===== src/rtl/fifo_uart_drain_if.sv =====
// fifo_uart_drain_if: read-side handshake between a synchronous FIFO and its drain.
interface fifo_uart_drain_if #(
    parameter int DATA_WIDTH = 8
);
    logic                  fifo_empty;
    logic                  fifo_rd;
    logic [DATA_WIDTH-1:0] fifo_data;
    modport master(input fifo_empty, fifo_data, output fifo_rd);
    modport slave(output fifo_empty, fifo_data, input fifo_rd);
endinterface


===== src/rtl/fifo_uart_drain.sv =====
// fifo_uart_drain: pops FIFO words and serializes each as start, LSB-first data, stop.
module fifo_uart_drain #(
    parameter int DATA_WIDTH   = 8,
    parameter int CLKS_PER_BIT = 4
) (
    input  logic                   clock,
    input  logic                   rst,
    fifo_uart_drain_if.master      bus,
    input  logic                   enable,
    output logic                   tx,
    output logic                   busy,
    output logic                   frame_done,
    output logic [15:0]            frames_sent
);
    localparam logic [2:0] IDLE  = 3'd0;
    localparam logic [2:0] POP   = 3'd1;
    localparam logic [2:0] LOAD  = 3'd2;
    localparam logic [2:0] START = 3'd3;
    localparam logic [2:0] DATA  = 3'd4;
    localparam logic [2:0] STOP  = 3'd5;
    localparam int CW = CLKS_PER_BIT > 1 ? $clog2(CLKS_PER_BIT) : 1;
    localparam int BW = DATA_WIDTH > 1 ? $clog2(DATA_WIDTH) : 1;

    logic [2:0]            state;
    logic [CW-1:0]         cyc;
    logic [BW-1:0]         bit_idx;
    logic [DATA_WIDTH-1:0] shreg;
    logic                  cyc_last;
    logic                  bit_last;

    always_comb begin
        cyc_last    = cyc == CW'(CLKS_PER_BIT - 1);
        bit_last    = bit_idx == BW'(DATA_WIDTH - 1);
        tx          = (state == START) ? 1'b0 : (state == DATA) ? shreg[0] : 1'b1;
        busy        = state != IDLE;
        bus.fifo_rd = state == POP;
        frame_done  = (state == STOP) && cyc_last;
    end

    always_ff @(posedge clock) begin
        if (rst) begin
            state       <= IDLE;
            cyc         <= '0;
            bit_idx     <= '0;
            shreg       <= '0;
            frames_sent <= '0;
        end else begin
            case (state)
                IDLE: state <= (enable && !bus.fifo_empty) ? POP : IDLE;
                POP:  state <= LOAD;
                LOAD: begin
                    shreg <= bus.fifo_data;
                    cyc   <= '0;
                    state <= START;
                end
                START: begin
                    cyc     <= cyc_last ? '0 : cyc + 1'b1;
                    bit_idx <= '0;
                    state   <= cyc_last ? DATA : START;
                end
                DATA: begin
                    cyc <= cyc_last ? '0 : cyc + 1'b1;
                    if (cyc_last) begin
                        shreg   <= shreg >> 1;
                        bit_idx <= bit_idx + 1'b1;
                        state   <= bit_last ? STOP : DATA;
                    end
                end
                STOP: begin
                    cyc <= cyc_last ? '0 : cyc + 1'b1;
                    if (cyc_last) begin
                        frames_sent <= frames_sent + 16'd1;
                        state       <= IDLE;
                    end
                end
                default: state <= IDLE;
            endcase
        end
    end
endmodule


===== src/flat_wrapper.sv =====
// flat-port wrapper written by rule: the top's interface ports become plain ports
module fifo_uart_drain_flat 
#(
    parameter int DATA_WIDTH   = 8,
    parameter int CLKS_PER_BIT = 4
)
  (clock, rst, enable, tx, busy, frame_done, frames_sent, bus_fifo_empty, bus_fifo_data, bus_fifo_rd);
  fifo_uart_drain_if #(.DATA_WIDTH(DATA_WIDTH)) bus_i ();
  input  logic clock;
  input  logic rst;
  input  logic enable;
  output logic tx;
  output logic busy;
  output logic frame_done;
  output logic [15:0] frames_sent;
  input wire logic [$bits(bus_i.fifo_empty)-1:0] bus_fifo_empty;
  input wire logic [$bits(bus_i.fifo_data)-1:0] bus_fifo_data;
  output wire logic [$bits(bus_i.fifo_rd)-1:0] bus_fifo_rd;
  assign bus_i.fifo_empty = bus_fifo_empty;
  assign bus_i.fifo_data = bus_fifo_data;
  assign bus_fifo_rd = bus_i.fifo_rd;
  fifo_uart_drain #(.DATA_WIDTH(DATA_WIDTH), .CLKS_PER_BIT(CLKS_PER_BIT)) u_core (.clock(clock), .rst(rst), .bus(bus_i), .enable(enable), .tx(tx), .busy(busy), .frame_done(frame_done), .frames_sent(frames_sent));
endmodule

===== config.mk =====
export PLATFORM = sky130hd
export DESIGN_NAME = fifo_uart_drain_flat
export DESIGN_NICKNAME = d
export VERILOG_FILES = /design/src/rtl/fifo_uart_drain_if.sv /design/src/rtl/fifo_uart_drain.sv /design/src/flat_wrapper.sv
export SDC_FILE = /design/constraint.sdc
export NUM_CORES = 1
export LEC_CHECK = 0
export CAP_MARGIN = 10
export CORE_MARGIN = 10
export CORE_UTILIZATION = 40
export CTS_CLUSTER_DIAMETER = 200
export DETAILED_ROUTE_END_ITERATION = 8
export PLACE_DENSITY = 0.69
export SETUP_SLACK_MARGIN = 0.15
export SLEW_MARGIN = 20
export SYNTH_ARGS = -nofsm -noshare
export SYNTH_HDL_FRONTEND = slang
export SYNTH_SLANG_ARGS = --single-unit

===== constraint.sdc =====
create_clock -name clock -period 1.8 [get_ports clock]
set_input_delay 0.27 -clock clock [delete_from_list [all_inputs] [get_ports clock]]
set_output_delay 0.27 -clock clock [all_outputs]
set_load 0.03 [all_outputs]

Yosys cells after proc, flatten, opt, wreduce, memory -nomap -nowiden:

Index checks and enable logic that the tools add are counted.

* add/sub/neg operators: 3
* multipliers: 0
* divide/modulo/power cells: 0
* $lt $le $gt $ge: 0
* equality and inequality tests: 9
* shifts and indexed selects: 0
* multiplexer cells: 14
* bitwise logic cells: 0
* reduce and logical (&&, ||, !) cells: 13

Operators with widths (count)
* 3-bit case mux with 6 select lines: 1
* 16-bit by 1-bit adder with 16-bit output, second input constant: 1
* 8-bit case mux with 2 select lines: 1
* 3-bit two-way mux: 4
* 3-bit equality test, second input constant: 3
* 8-bit two-way mux: 1
* 2-bit AND reduction: 4
* 3-bit by 2-bit equality test with 1-bit output, second input constant: 2
* 3-bit case mux with 2 select lines: 1
* 2-bit nonzero test: 3
* 1-bit two-way mux: 4
* 2-bit by 1-bit inequality test with 1-bit output, second input constant: 2
* 2-bit case mux with 2 select lines: 1
* 3-bit by 1-bit adder with 3-bit output, second input constant: 1
* 3-bit by 1-bit equality test with 1-bit output, second input constant: 1
* 3-bit logical NOT: 1
* 3-bit nonzero test: 1
* 3-bit OR reduction: 1
* 2-bit by 1-bit adder with 2-bit output, second input constant: 1
* 2-bit equality test, second input constant: 1
* 1-bit logical AND: 2
* 2-bit two-way mux: 1
* 1-bit logical NOT: 1

* register bits: 32
* latch bits: 0
* bits in writable memories: 0
* ROM bits: 0
* bits of input ports: 12
* output and inout bits: 20
* logic and storage cells: 44
* memories kept: 0

Depth between registers and ports, before layout:

* depth after elaboration: 4
* gate-level depth with buffers: 6
* depth with buffers taken out: 6

Worst setup path before layout:

OpenSTA, ideal clock, no wires.

* kind: reg2reg
* from: register u_core.frames_sent[0]
* to: register u_core.frames_sent[14]
* library setup time: 0.071 ns
* arrival time: 1.874 ns
* required time: 1.729 ns
* path slack: -0.145 ns
* stages on the path, launching flop included: 6
* path buffers: 0
* cells stage by stage: dfxtp_1 -> ha_1 -> nand2_1 -> or4_4 -> or3_1 -> a21oi_1

* word-level cells in the longest chain between the ends: 1

Ends and longest elaborated chain
* start: declaration: RTL line fifo_uart_drain.sv:13 `output logic [15:0] frames_sent`
* start signal: assignment: RTL line fifo_uart_drain.sv:72 `frames_sent <= frames_sent + 16'd1;`
* 16-bit by 1-bit adder with 16-bit output: RTL line fifo_uart_drain.sv:72

Every way passes these cells.
A chain may end at the register's enable or synchronous reset.

Worst setup path in the final report:

* from: register u_core.state[1]
* to: register u_core.frames_sent[14]

* word-level cells in the longest chain between the ends: 2

Ends and longest elaborated chain
* start: declaration: RTL line fifo_uart_drain.sv:24 `logic [2:0] state;`
* start signal: assignment: RTL line fifo_uart_drain.sv:49 `IDLE: state <= (enable && !bus.fifo_empty) ? POP : IDLE;`
* start signal: assignment: RTL line fifo_uart_drain.sv:59 `state <= cyc_last ? DATA : START;`
* start signal: assignment: RTL line fifo_uart_drain.sv:66 `state <= bit_last ? STOP : DATA;`
* 3-bit equality test: RTL line fifo_uart_drain.sv:48 `case (state)`
* 2-bit AND reduction (no line)

Every way passes these cells.

==> metrics.cfg <==
[outcome]
outcome = completed

[die]
dieArea_mm2 = 0.00676
row_count = 22
initial_utilization = 0.417
die_w_um = 82.2
ios = 32
die_h_um = 82.2
fp.coreArea_mm2 = 0.00372

[logic_synthesis]
syn_avg_cell_area_um2 = 8.75
postSynthCellCount = 177
synth_area_mm2 = 0.00155
yosysWarningCount = 0
ys_ff_latch = 32
syn_nets = 193
ys_seq_area_frac = 0.414
synthDistinctLibCells = 32

[critical_path]
rr_startpoint = u_core.state[1]
r2r_end = u_core.frames_sent[14]
crit_arrival_ps = 1950
crit_path_start = u_core.state[1]
crit_chain = buf_6, nand4b_4, or4_4, or3_1, a21oi_2
r2r_setup_slack_ps = 70
path_class = flop to flop
path_buf_inv = 1
worstPathMaxFanout = 5
required_ps = 2020
endpoint_kind = flop
cpLargestDelayFamily = simple AND/OR/NAND/NOR gates
cp_slowest_cell = or4_4
setup.worst_path.start_class = flop
critPathMaxStageDelay_ps = 560
worstRegToRegCells = 5

[timing]
min_period_ps = 1730
min_period_over_period = 0.963
worstMarginPinSlew_ps = 342
slew_viol_final = 0
final_hold_viol_count = 0
max-slew-margin-rel = 0.772
final.setup_skew_ps = 10.9
fmax_mhz = 577
rsz0062_at_grt = true
setup_viol = 0
whs_ps = 494

[hold_path]
hold_depth = 2
min_to = u_core.bit_idx[1]
hp-start = u_core.bit_idx[1]
hp-class = flop to flop

[placed_design]
dp_hpwl_mm = 2.84
port_buffers = 31
gp_congestion = 0.790

[route]
vias_per_cell = 5.35
vias = 1519
ant_nets = 0
wire_per_inst_um = 15.1
drc = 0
drt_iter0_drc = 74
drtPass1Iterations = 5
routed_wl_mm = 4.28

[power]
p_int_mw = 1.16
power_mw = 1.56
seqPwrFrac = 0.473
ir_drop_mv = 0.344
power.switching_uw = 392
p_sw_frac = 0.252
p_clk_frac = 0.366
power.density_mw_per_mm2 = 654
p_leak_nw = 1.03
combPwrFrac = 0.161

[clock_network]
cts_tree = yes
htreeDepth = 2
clk_path_buf_depth = 2
clk_latency_ps = 290
clock_sinks = 32
cts_hold_buf = 0
numCtsBuffers = 5
cts-root-buf = clkbuf_8
clk_pin_slew_worst_paths_ps = 70

[global_route]
grt_use_total = 0.127
grt_pass1_vias = 1480
grt_max_degree = 17
grt_pass1_wl_mm = 6.78
antenna_found_initial = 0
overflow = 0

[run]
cap_violations = 0

[layout]
fillCellCount = 310
diodes = 0
area_delta_synth_final_pct = 53.7
finish.net_count = 251
drive_gt1_frac = 0.309
fin_util = 0.641

## sequential cells by signal, summed over array words and instances, names as in the netlist
| signal | flops |
|---|---|
| u_core.bit_idx | 3 |
| u_core.frames_sent | 16 |
| u_core.cyc | 2 |
| u_core.state | 3 |
| u_core.shreg | 8 |
## how the worst max path moves through the flow
| stage | slack, ps | depth (start not counted) | endpoint |
|---|---|---|---|
| 2_1_floorplan | 100 | 5 | u_core.frames_sent[14] |
| 6_report | 70 | 5 | u_core.frames_sent[14] |
| 3_3_place_gp | 10 | 4 | tx |
| 4_1_cts | 80 | 4 | tx |
| 3_5_place_dp | -8 | 4 | tx |
| 5_1_grt | 20 | 6 | u_core.frames_sent[14] |
## cell type report
type                    instances  area [um2]  area share
well taps                      48        60.1      0.0252
multi-input cells             130         927       0.389
repair buffers                 60         598       0.251
flip-flops and latches         32         683       0.287
inverters                       6        22.5     0.00946
clock buffers                   8        90.1      0.0378
## layout by cell type (no fill, tap or decap), types with 6 or more instances in the layout
cell type and count:
nand2_1 8, a211oi_1 11, nor2_1 20, dfxtp_1 16, dfxtp_4 9, clkdlybuf4s50_1 17
dlymetal6s2s_1 7, mux2i_1 9, a21oi_1 10, buf_4 21, nand4_1 9, buf_6 8
xor2_1 9, clkbuf_8 6, nand3_1 9, dfxtp_2 7
## Yosys cell counts
library cell	count	area [um2]
a211oi_1	11	82.6
a21boi_0	2	15.0
a21oi_1	13	65.1
and2_1	2	12.5
and3_1	3	18.8
and4_1	1	8.76
buf_2	1	5.00
clkbuf_1	8	30.0
dfxtp_1	32	641
ha_1	4	50.1
inv_1	5	18.8
inv_2	1	3.75
mux2_2	1	11.3
mux2i_1	9	90.1
nand2_1	8	30.0
nand2b_1	1	6.26
nand3_1	9	45.0
nand3b_1	1	7.51
nand4_1	9	56.3
nand4b_4	1	23.8
nor2_1	20	75.1
nor3_1	2	10.0
nor3b_1	1	7.51
nor4_1	5	31.3
o211a_1	1	10.0
o21ai_0	5	25.0
o22ai_1	1	6.26
or2_2	1	6.26
or3_1	6	37.5
or4_4	2	22.5
xnor2_1	2	17.5
xor2_1	9	78.8
## per-layer routing
layer | wire, um | share of wire | vias to the layer above | global-route usage
met4 | 64 | 0.015 | 0 | 0.0714
met3 | 200 | 0.047 | 5 | 0.0367
met5 | 0 | 0 | - | 0
met1 | 1790 | 0.42 | 721 | 0.144
li1 | - | - | 760 | -
met2 | 2220 | 0.52 | 33 | 0.208
## kinds of logic after synthesis
family                     count (synthesis)  synth area share
DFF                                       32             0.414
buffers and inverters                     15            0.0372
muxes                                     10            0.0654
xor gates and xnor gates                  11            0.0622
and+or+nand+nor                           72             0.258
adders and majority gates                  4            0.0323
AOI/OAI and AO/OA                         33             0.132
## power groups by stage
stage,combinational (mW),sequential [mW],clock (mW)
2_1_floorplan,0.115,0.754,0
3_3_place_gp,0.205,0.752,0
3_5_place_dp,0.212,0.754,0
4_1_cts,0.225,0.736,0.580
5_1_grt,0.272,0.739,0.617
6_report,0.250,0.737,0.570
## worst reg2reg max path, stage by stage (launching register included)
cell and delay, ps:
dfxtp_2 330, buf_6 120, nand4b_4 200, or4_4 560, or3_1 330, a21oi_2 130
## per-stage QoR
step / setup TNS [ps] / setup WS, ps / instance area [um2] / std cells
after floorplan: 0 / 104 / 1620 / 177
after detailed placement: -8.30 / -8.30 / 2060 / 260
after CTS: 0 / 82.7 / 2230 / 276
after global routing: 0 / 22.0 / 2380 / 284
final: 0 / 67.1 / 2380 / 284
after global placement: 0 / 12.4 / 2060 / 260
## timing repair
item / in CTS / in global routing
resized for setup: 18 / 24
buffers inserted: 8 / 7
pin swaps: 7 / 5
setup endpoints to repair: 9 / 22
cloned: 0 / 1
Power figures use the tool's default switching activity.
